--- src/rtl/ram_port_arbiter.sv ---
// Round-robin arbiter that sequences two requesters onto one single-port ram.
// Optional power-up zero fill of the ram is enabled by defining RAM_CLEAR_EN.
module ram_port_arbiter #(
  parameter int unsigned ADDR_W = 10,
  parameter int unsigned DATA_W = 8
) (
  input  logic              clk,
  input  logic              rst_n,
  input  logic              a_req,
  input  logic              a_wr,
  input  logic [ADDR_W-1:0] a_addr,
  input  logic [DATA_W-1:0] a_wdata,
  output logic              a_ack,
  input  logic              b_req,
  input  logic              b_wr,
  input  logic [ADDR_W-1:0] b_addr,
  input  logic [DATA_W-1:0] b_wdata,
  output logic              b_ack,
  output logic [DATA_W-1:0] rdata,
  output logic              busy,
  output logic [ADDR_W-1:0] ram_addr,
  output logic [DATA_W-1:0] ram_din,
  output logic              ram_wr,
  output logic              ram_cs,
  input  logic [DATA_W-1:0] ram_dout
);

  typedef enum logic [2:0] {
    StIdle,
    StAccess,
    StResp
`ifdef RAM_CLEAR_EN
    ,
    StClrInit,
    StClrWr,
    StClrGap
`endif
  } state_e;

`ifdef RAM_CLEAR_EN
  localparam state_e ResetState = StClrInit;
`else
  localparam state_e ResetState = StIdle;
`endif

  state_e              state_q, state_d;
  logic                op_wr_q, op_wr_d;
  // 1 = B was granted last (and is the current winner while an access runs).
  logic                last_b_q, last_b_d;
  logic                cs_q, cs_d;
  logic                wr_q, wr_d;
  logic [ADDR_W-1:0]   addr_q, addr_d;
  logic [DATA_W-1:0]   din_q, din_d;
  logic [DATA_W-1:0]   rdata_q, rdata_d;
  logic                a_ack_q, a_ack_d;
  logic                b_ack_q, b_ack_d;
  logic                pick_b;

  always_comb begin
    state_d  = state_q;
    op_wr_d  = op_wr_q;
    last_b_d = last_b_q;
    cs_d     = 1'b0;
    wr_d     = 1'b0;
    addr_d   = addr_q;
    din_d    = din_q;
    rdata_d  = rdata_q;
    a_ack_d  = 1'b0;
    b_ack_d  = 1'b0;
    pick_b   = b_req && (!a_req || !last_b_q);

    unique case (state_q)
      StIdle: begin
        if (a_req || b_req) begin
          state_d  = StAccess;
          last_b_d = pick_b;
          op_wr_d  = pick_b ? b_wr : a_wr;
          addr_d   = pick_b ? b_addr : a_addr;
          din_d    = pick_b ? b_wdata : a_wdata;
          cs_d     = 1'b1;
          wr_d     = pick_b ? b_wr : a_wr;
        end
      end
      StAccess: begin
        state_d = StResp;
        if (!op_wr_q) rdata_d = ram_dout;
        a_ack_d = !last_b_q;
        b_ack_d = last_b_q;
      end
      StResp: begin
        state_d = StIdle;
      end
`ifdef RAM_CLEAR_EN
      StClrInit: begin
        state_d = StClrWr;
        addr_d  = '0;
        din_d   = '0;
        cs_d    = 1'b1;
        wr_d    = 1'b1;
      end
      StClrWr: begin
        state_d = StClrGap;
        addr_d  = addr_q + ADDR_W'(1);
      end
      StClrGap: begin
        // Address wraps to zero only after the last location has been written.
        if (addr_q == '0) begin
          state_d = StIdle;
        end else begin
          state_d = StClrWr;
          cs_d    = 1'b1;
          wr_d    = 1'b1;
        end
      end
`endif
      default: state_d = StIdle;
    endcase
  end

  always_ff @(posedge clk or negedge rst_n) begin
    if (!rst_n) begin
      state_q  <= ResetState;
      op_wr_q  <= 1'b0;
      last_b_q <= 1'b1;
      cs_q     <= 1'b0;
      wr_q     <= 1'b0;
      addr_q   <= '0;
      din_q    <= '0;
      rdata_q  <= '0;
      a_ack_q  <= 1'b0;
      b_ack_q  <= 1'b0;
    end else begin
      state_q  <= state_d;
      op_wr_q  <= op_wr_d;
      last_b_q <= last_b_d;
      cs_q     <= cs_d;
      wr_q     <= wr_d;
      addr_q   <= addr_d;
      din_q    <= din_d;
      rdata_q  <= rdata_d;
      a_ack_q  <= a_ack_d;
      b_ack_q  <= b_ack_d;
    end
  end

`ifdef RAM_CLEAR_EN
  logic busy_q;

  always_ff @(posedge clk or negedge rst_n) begin
    if (!rst_n) begin
      busy_q <= 1'b1;
    end else begin
      busy_q <= (state_d == StClrInit) || (state_d == StClrWr) || (state_d == StClrGap);
    end
  end

  assign busy = busy_q;
`else
  assign busy = 1'b0;
`endif

  assign ram_cs   = cs_q;
  assign ram_wr   = wr_q;
  assign ram_addr = addr_q;
  assign ram_din  = din_q;
  assign rdata    = rdata_q;
  assign a_ack    = a_ack_q;
  assign b_ack    = b_ack_q;

endmodule

--- config.mk ---
export PLATFORM = sky130hd
export DESIGN_NAME = ram_port_arbiter
export DESIGN_NICKNAME = d
export VERILOG_FILES = /design/src/rtl/ram_port_arbiter.sv
export SDC_FILE = /design/constraint.sdc
export NUM_CORES = 1
export LEC_CHECK = 0
export CAP_MARGIN = 20
export CORE_ASPECT_RATIO = 0.9
export CORE_MARGIN = 2
export CORE_UTILIZATION = 38
export DETAILED_ROUTE_END_ITERATION = 8
export PLACE_DENSITY_LB_ADDON = 0.25
export SETUP_SLACK_MARGIN = 0.2
export SLEW_MARGIN = 10
export SYNTH_ARGS = -nofsm -noshare
export SYNTH_HDL_FRONTEND = slang
export SYNTH_SLANG_ARGS = --single-unit
--- constraint.sdc ---
create_clock -name clk -period 1.98 [get_ports clk]
set_clock_uncertainty 0.2 [all_clocks]
set_input_delay 0.297 -clock clk [delete_from_list [all_inputs] [get_ports clk]]
set_output_delay 0.297 -clock clk [all_outputs]
set_load 0.02 [all_outputs]
* Word-level counts from Yosys, hierarchy flattened
Cells that the tools add are included.
** Storage, ports and cells
- Word-level logic and storage cells :: 32
- Output and inout bits :: 31
- Memories :: 0
- Latch bits :: 0
- Bits in writable memories :: 0
- Flip-flop bits (word level) :: 35
- Input port bits :: 50
- ROM bits :: 0
** Operators by class
- Shift-type cells :: 0
- Muxes and demuxes :: 11
- Add/subtract/negate cells :: 0
- Reduce and logical (&&, ||, !) cells :: 8
- Equality and inequality tests :: 2
- Bitwise gates (word level) :: 1
- $mul :: 0
- Div/mod/pow operators :: 0
- Order comparisons :: 0
** Operators with widths (count)
- $mux W10 :: 1
- $mux W8 :: 1
- $mux W1 :: 7
- $pmux W3 S2 :: 1
- $reduce_and A2 Y1 :: 2
- $eq A3 B1 Y1 const B :: 1
- $logic_not A3 Y1 :: 1
- $mux W3 :: 1
- $logic_not A1 Y1 :: 2
- $logic_or A1 B1 Y1 :: 2
- $ne A2 B2 Y1 const B :: 1
- $logic_and A1 B1 Y1 :: 1
- $not A1 Y1 :: 1

* Depth between registers and ports, before layout
Gate-level depths: netlist of run 1.
- Depth in word-level cells :: 6
- Depth in mapped cells :: 5
- Mapped depth without buffers :: 3

* Worst setup path after synthesis of run 1
Ideal clock, no wire load.
- Kind :: register -> register
- Start point :: register state_q[1]
- End point :: register rdata_q[0], in the netlist rdata[0]
- Path buffers :: 0
- Path slack :: 0.549 ns
- Data required time :: 1.655 ns
- Clock period less this slack :: 1.431 ns
- Setup time :: 0.125 ns
- Stages on the path, launching flop included :: 4
- Arrival :: 1.106 ns
- Path through :: dfrtp_1 > nand2b_4 > nor2_2 > mux2_2
** On the way
- Word-level cells in the longest chain between the ends :: 2
** RTL lines
- from (decl) :: RTL line 46 : state_e state_q, state_d;
- from (signal assigned) :: RTL line 122 : state_q <= ResetState;
- from (signal assigned) :: RTL line 133 : state_q <= state_d;
- $eq A3 B1 Y1 :: RTL line 72 : unique case (state_q)
- $reduce_and A2 Y1 (no line)
- to (signal assigned) :: RTL line 140 : rdata_q <= rdata_d;
- to (decl) :: RTL line 54 : logic [DATA_W-1:0] rdata_q, rdata_d;
No other way between the ends.
A chain may end at the register's enable or synchronous reset.

* Worst setup path after layout of run 1
- Start point :: register addr_q[4], in the netlist ram_addr[4]
- End point :: output ram_addr[4]
** RTL lines
- from (decl) :: RTL line 52 : logic [ADDR_W-1:0] addr_q, addr_d;
- from (signal assigned) :: RTL line 138 : addr_q <= addr_d;
- to (decl) :: RTL line 21 : output logic [ADDR_W-1:0] ram_addr,
No word-level cell between the ends.

==> impl_metrics.py, run 1 <==
metrics = {
    "setup_path": {
        "ff2ff_path_depth": 4,
        "path_delay_family": "buffers and inverters",
        "r2r_setup_slack_ns": 0.36,
        "crit_chain": "clkdlybuf4s50_1",
        "cpMaxStageDelayCell": "clkdlybuf4s50_1",
        "crit_path_end_kind": "output port",
        "critPathKind": "flop to output port",
        "crit_cells": 1,
        "worst_path_largest_cell_delay_ns": 0.61,
        "start_kind": "flop",
        "r2r-start": "last_b_q$_DFFE_PN1P_",
        "cp_max_fo": 2,
        "crit_arrival_ns": 1.25,
        "critPathBufInv": 1,
        "worst-endpoint-required_ns": 1.48,
        "crit_start": "ram_addr[4]$_DFFE_PN0P_",
    },
    "outcome": {
        "status": "finished clean",
    },
    "synth": {
        "ys_ff_latch": 34,
        "yosys-top-cells-area": "dfrtp_1 (55%), nand2_1 (9.0%), a31oi_1 (7.9%), a21oi_1 (7.0%), mux2_2 (6.0%)",
        "netlist_area_mm2": 0.00150,
        "avgSynthCellArea_um2": 10.6,
        "yosysUniqueCellTypes": 23,
        "synth_area_leader_cell": "dfrtp_1",
        "synthCells": 142,
        "synth_top_area_share_pct": 55.1,
        "synth-warning-count": 0,
        "syn-num-nets": 192,
        "synth_sequential_area_ratio_pct": 56.8,
    },
    "placed_design": {
        "port-buffer-count": 79,
        "dp_hpwl_um": 2810,
        "place_congestion": 0.750,
    },
    "global_route": {
        "grt_pass1_vias": 1339,
        "track_usage_pct": 17.5,
        "grt_start_max_net_pins": 35,
        "grt_pass1_wl_um": 6120,
        "antenna_found_initial": 0,
        "overflow": 0,
    },
    "floorplan": {
        "dieArea_mm2": 0.00446,
        "die_x_um": 70.2,
        "start_util_pct": 39.9,
        "ios": 81,
        "die_h_um": 63.6,
        "core_mm2": 0.00376,
        "rows": 21,
    },
    "clocking": {
        "root_buffer": "clkbuf_8",
        "ctsHtreeMaxLevel": 2,
        "post_cts_buffers": 0,
        "cts_tree": "built",
        "cts_buffers": 5,
        "clock_latency_ns": 0.28,
        "cts_sinks": 34,
        "clk_pin_slew_ns": 0.06,
        "cts_buffer_depth": 2,
    },
    "power": {
        "p_clk_share_pct": 17.4,
        "p_seq_share_pct": 33.2,
        "sw_frac_of_total_pct": 36.8,
        "power_switching_mw": 1.38,
        "leakage_nw": 1.09,
        "power_mw": 3.75,
        "combPwrFrac_pct": 49.4,
        "p_per_area_mw_per_mm2": 1530,
        "peakVddDrop_mv": 0.705,
        "power.internal_mw": 2.37,
    },
    "finish": {
        "diodes": 0,
        "nFillCells": 295,
        "drive_gt1_share_pct": 11.6,
        "final_nets": 273,
        "synthToLayoutAreaGrowth_pct": 63.1,
    },
    "routing": {
        "final_antenna_net_count": 0,
        "drc": 0,
        "routedWlPerCell_um": 14.1,
        "drt_iter0_markers": 62,
        "vias_per_cell": 5.03,
        "via_count": 1359,
        "wl_um": 3810,
        "drt-pass1-iter-count": 4,
    },
    "worst_hold_path": {
        "hold_path.class": "flop to flop",
        "hold_depth": 1,
        "hold_path_startpoint": "rdata[5]$_DFFE_PN0P_",
    },
    "job": {
        "drv_cap": 0,
    },
    "timing": {
        "maxSlewHeadroom_pct": 52.2,
        "rsz0062_at_grt": "no",
        "hold_viol": 0,
        "fin_crit_sh_pct": 88.4,
        "max_freq_mhz": 571,
        "hold_slack_ns": 0.305,
        "finalSetupTns_ns": 0,
        "finalSetupViolations": 0,
        "layout_min_cycle_time_ns": 1.75,
        "worst_pin_slew_ns": 0.717,
        "report.final.slew_viol_count": 0,
    },
}
==> placed cells by master (no fill, tap or decap) <==
master,count
dlymetal6s2s_1,9
and2_2,1
mux2_2,8
nand2b_4,1
dfstp_2,1
clkdlybuf4s50_1,69
nor2_1,2
a21oi_1,21
nor2_2,1
a21bo_1,1
dlygate4sd3_1,1
or2_1,1
a31oi_1,19
dfrtp_1,33
nor2b_1,1
mux2i_1,1
inv_1,1
clkbuf_1,1
clkbuf_8,6
a21boi_4,1
conb_1,1
buf_4,3
and2_4,1
bufinv_16,1
nand2_1,36
and2_1,1
buf_2,1
buf_12,1
==> synthesized netlist by cell type, drive strengths merged <==
| master | instances |
|---|---|
| or2 | 1 |
| mux2 | 8 |
| nand2b | 1 |
| nor2 | 3 |
| buf | 10 |
| dfstp | 1 |
| a31oi | 19 |
| a21oi | 21 |
| nor2b | 1 |
| and2 | 3 |
| nand2 | 36 |
| a21boi | 1 |
| conb | 1 |
| dfrtp | 33 |
| inv | 1 |
| a21bo | 1 |
| mux2i | 1 |
==> path summary, 6_finish.rpt <==
check | to
setup / recovery | ram_addr[4]
hold / removal | rdata[5]$_DFFE_PN0P_
setup reg to reg | ram_addr[6]$_DFFE_PN0P_
hold reg to reg | rdata[5]$_DFFE_PN0P_
max in group asynchronous | ram_addr[6]$_DFFE_PN0P_
min in group asynchronous | rdata[4]$_DFFE_PN0P_
==> cells by family after synthesis <==
group,synth area share (%)
flops,56.8
simple gates,13.2
other cells,0.250
buf+inv,6.18
mux,6.68
compound gates,16.9
==> power by group through the flow <==
stage	sequential [mW]	clock (mW)	combinational (mW)
global placement	1.24	0	1.84
CTS	1.25	0.662	1.89
finish	1.25	0.651	1.85
floorplan	1.61	0	0.701
global route	1.29	0.700	1.99
detailed placement	1.26	0	1.89
==> metrics by stage <==
stage / cell area, um^2 / setup slack [ns] / utilization (%) / cells
floorplan: 1500 / 0.549 / - / 142
global placement: 2300 / 0.144 / 61.1 / 261
detailed placement: 2300 / 0.0742 / 61.1 / 261
CTS: 2420 / 0.207 / 64.5 / 270
global route: 2440 / 0.204 / 65.1 / 270
finish: 2440 / 0.229 / 65.1 / 270
==> worst reg2reg max path, stage by stage, from the launching register on <==
cell and delay, ns:
dfstp_2 0.60, a21bo_1 0.23, buf_4 0.24, nand2_1 0.09, a31oi_1 0.19
==> layout make-up <==
cell class / instances / area [um^2] / area share (%)
Timing Repair Buffer: 84 / 861 / 35.2
Sequential cell: 34 / 852 / 34.9
Multi-Input combinational cell: 97 / 554 / 22.7
Clock buffer: 7 / 86.3 / 3.53
Tap cell: 46 / 57.6 / 2.35
Clock inverter: 1 / 30.0 / 1.23
Inverter: 1 / 3.75 / 0.154
==> state kept, by name (all words and copies together) (netlist names) <==
name,count
ram_addr,10
ram_cs,1
ram_din,8
ram_wr,1
a_ack,1
state_q,2
op_wr_q,1
rdata,8
last_b_q,1
b_ack,1
==> metal layers <==
layer,vias to the layer above,GRT usage [%],routed length (um)
met3,4,5.28,282
met4,0,6.01,31
met2,66,30.2,1990
met5,-,0,0
met1,645,20.8,1510
li1,644,-,-
==> repair_timing <==
action,in CTS,in global routing
hold endpoints to repair,33,0
hold buffers,1,0
gates resized for setup,0,9
endpoints found under the setup margin,0,9
(Power assumes the default switching activity.)
==> run 2, diff against run 1 <==
Clock period 1.98 ns to 1.8 ns, I/O delays scaled along.
==> run 2 against run 1 <==
Total power up 0.23%. Global-route usage up 0.91 points. Non-clock buffer count up 4. Critical path depth up 3. Cell count up 1.1%. Sequential cell count unchanged. Combinational power about the same. Register-to-register slack worse by 0.09 ns. Count of clock-buffer cells in the layout unchanged. Die area unchanged. Worst setup slack better by 0.044 ns. Sequential power up 9.6%.
==> impl_metrics.py, run 2 (synthesized netlist as in run 1, its figures left out) <==
metrics = {
    "global_route": {
        "antenna_found_initial": 0,
        "overflow": 0,
        "grt_start_max_net_pins": 26,
        "track_usage_pct": 18.4,
        "grt_pass1_wl_um": 6490,
        "grt_pass1_vias": 1457,
    },
    "clocking": {
        "cts_tree": "built",
        "clk_pin_slew_ns": 0.06,
        "ctsHtreeMaxLevel": 2,
        "cts_sinks": 34,
        "clock_latency_ns": 0.28,
        "cts_buffer_depth": 2,
        "post_cts_buffers": 0,
        "cts_buffers": 5,
        "root_buffer": "clkbuf_8",
    },
    "job": {
        "drv_cap": 0,
    },
    "timing": {
        "maxSlewHeadroom_pct": 64.4,
        "hold_viol": 0,
        "max_freq_mhz": 655,
        "rsz0062_at_grt": "yes",
        "finalSetupViolations": 0,
        "hold_slack_ns": 0.299,
        "fin_crit_sh_pct": 84.8,
        "report.final.slew_viol_count": 0,
        "worst_pin_slew_ns": 0.534,
        "finalSetupTns_ns": 0,
        "layout_min_cycle_time_ns": 1.53,
    },
    "setup_path": {
        "cp-endpoint": "ram_din[2]$_DFFE_PN0P_",
        "reg2reg_to": "ram_din[2]$_DFFE_PN0P_",
        "crit_path_end_kind": "flop",
        "r2r-start": "last_b_q$_DFFE_PN1P_",
        "ff2ff_path_depth": 4,
        "crit_arrival_ns": 1.51,
        "crit_start": "last_b_q$_DFFE_PN1P_",
        "cp_max_fo": 15,
        "worst-endpoint-required_ns": 1.79,
        "critPathKind": "flop to flop",
        "start_kind": "flop",
        "r2r_setup_slack_ns": 0.27,
    },
    "finish": {
        "final_cell_mix": "clkdlybuf4s50_1 (48), nand2_1 (36), dfrtp_1 (33)",
        "diodes": 0,
        "final_common_cell": "clkdlybuf4s50_1",
        "final_nets": 277,
        "post-route-cell-area_mm2": 0.00240,
        "largest_register_ffs": 10,
        "synthToLayoutAreaGrowth_pct": 59.8,
        "nFillCells": 316,
        "drive_gt1_share_pct": 12.3,
    },
    "routing": {
        "final_antenna_net_count": 0,
        "routedWlPerCell_um": 14.2,
        "drt_iter0_markers": 141,
        "drc": 0,
        "wl_um": 3880,
        "vias_per_cell": 5.05,
        "via_count": 1378,
        "drt-pass1-iter-count": 4,
    },
    "placed_design": {
        "placed_area_mm2": 0.00234,
        "place_congestion": 0.737,
        "port-buffer-count": 79,
        "dp_hpwl_um": 2970,
    },
    "power": {
        "power_switching_mw": 1.51,
        "combPwrFrac_pct": 50.1,
        "peakVddDrop_mv": 0.594,
        "power.internal_mw": 2.24,
        "p_per_area_mw_per_mm2": 1570,
        "leakage_nw": 1.06,
        "p_seq_share_pct": 36.3,
        "p_clk_share_pct": 13.5,
        "sw_frac_of_total_pct": 40.3,
        "power_mw": 3.76,
    },
    "outcome": {
        "status": "finished clean",
    },
    "worst_hold_path": {
        "hold_path.class": "flop to flop",
    },
    "floorplan": {
        "rows": 21,
        "ios": 81,
        "die_x_um": 70.2,
        "core_mm2": 0.00376,
        "start_util_pct": 39.9,
        "dieArea_mm2": 0.00446,
        "die_h_um": 63.6,
    },
}
run 2: layer usage:
layer	part of all wire (%)	GRT usage (%)	vias up
met5	0	0	-
met4	1.9	6.73	0
met3	7.0	4.80	11
met2	51	33.0	55
met1	40	21.2	654
li1	-	-	658
run 2: how the worst min path moves through the flow:
stage	startpoint	end	slack (ns)	cells past startpoint
2_1_floorplan	rst_n	a_ack$_DFF_PN0_	-0.23	0
3_3_place_gp	rst_n	rdata[4]$_DFFE_PN0P_	0.07	1
3_5_place_dp	rst_n	rdata[0]$_DFFE_PN0P_	0.09	1
4_1_cts	rdata[0]$_DFFE_PN0P_	rdata[0]$_DFFE_PN0P_	0.30	1
5_1_grt	rdata[1]$_DFFE_PN0P_	rdata[1]$_DFFE_PN0P_	0.31	1
6_report	rdata[1]$_DFFE_PN0P_	rdata[1]$_DFFE_PN0P_	0.30	1
run 2: final cells by class:
cell class,count,area (um^2),share of cell area [%]
Tap cell,46,57.6,2.40
Sequential cell,34,852,35.6
Multi-Input combinational cell,97,559,23.3
Timing Repair Buffer,88,847,35.4
Clock buffer,7,76.3,3.19
Inverter,1,3.75,0.157
run 2: power by group through the flow:
stage                     logic (mW)  clock network (mW)  registers [mW]
after floorplan                0.771                   0            1.77
after global placement          2.07                   0            1.37
after detailed placement        2.13                   0            1.38
after CTS                       1.90               0.523            1.36
after global routing            2.03               0.552            1.42
final                           1.88               0.508            1.37
run 2: stage by stage:
step,std cells,util (%),setup WS (ns)
2_1_floorplan,142,-,0.369
3_3_place_gp,265,62.2,0.0643
3_5_place_dp,265,62.2,0.00494
4_1_cts,273,63.5,0.217
5_1_grt,273,63.8,0.158
6_report,273,63.8,0.273
run 2: worst max-delay path, stage by stage (launching register included):
cell     delay [ns]
dfstp_2        0.60
a21bo_1        0.21
buf_6          0.18
nand2_1        0.07
a31oi_1        0.18
run 2: what timing repair did:
action / CTS / global route
pin swaps: 0 / 0
gates cloned: 0 / 0
gates resized for setup: 30 / 2
setup endpoints to repair: 30 / 16
hold endpoints to repair: 23 / 0
hold buffers: 1 / 0
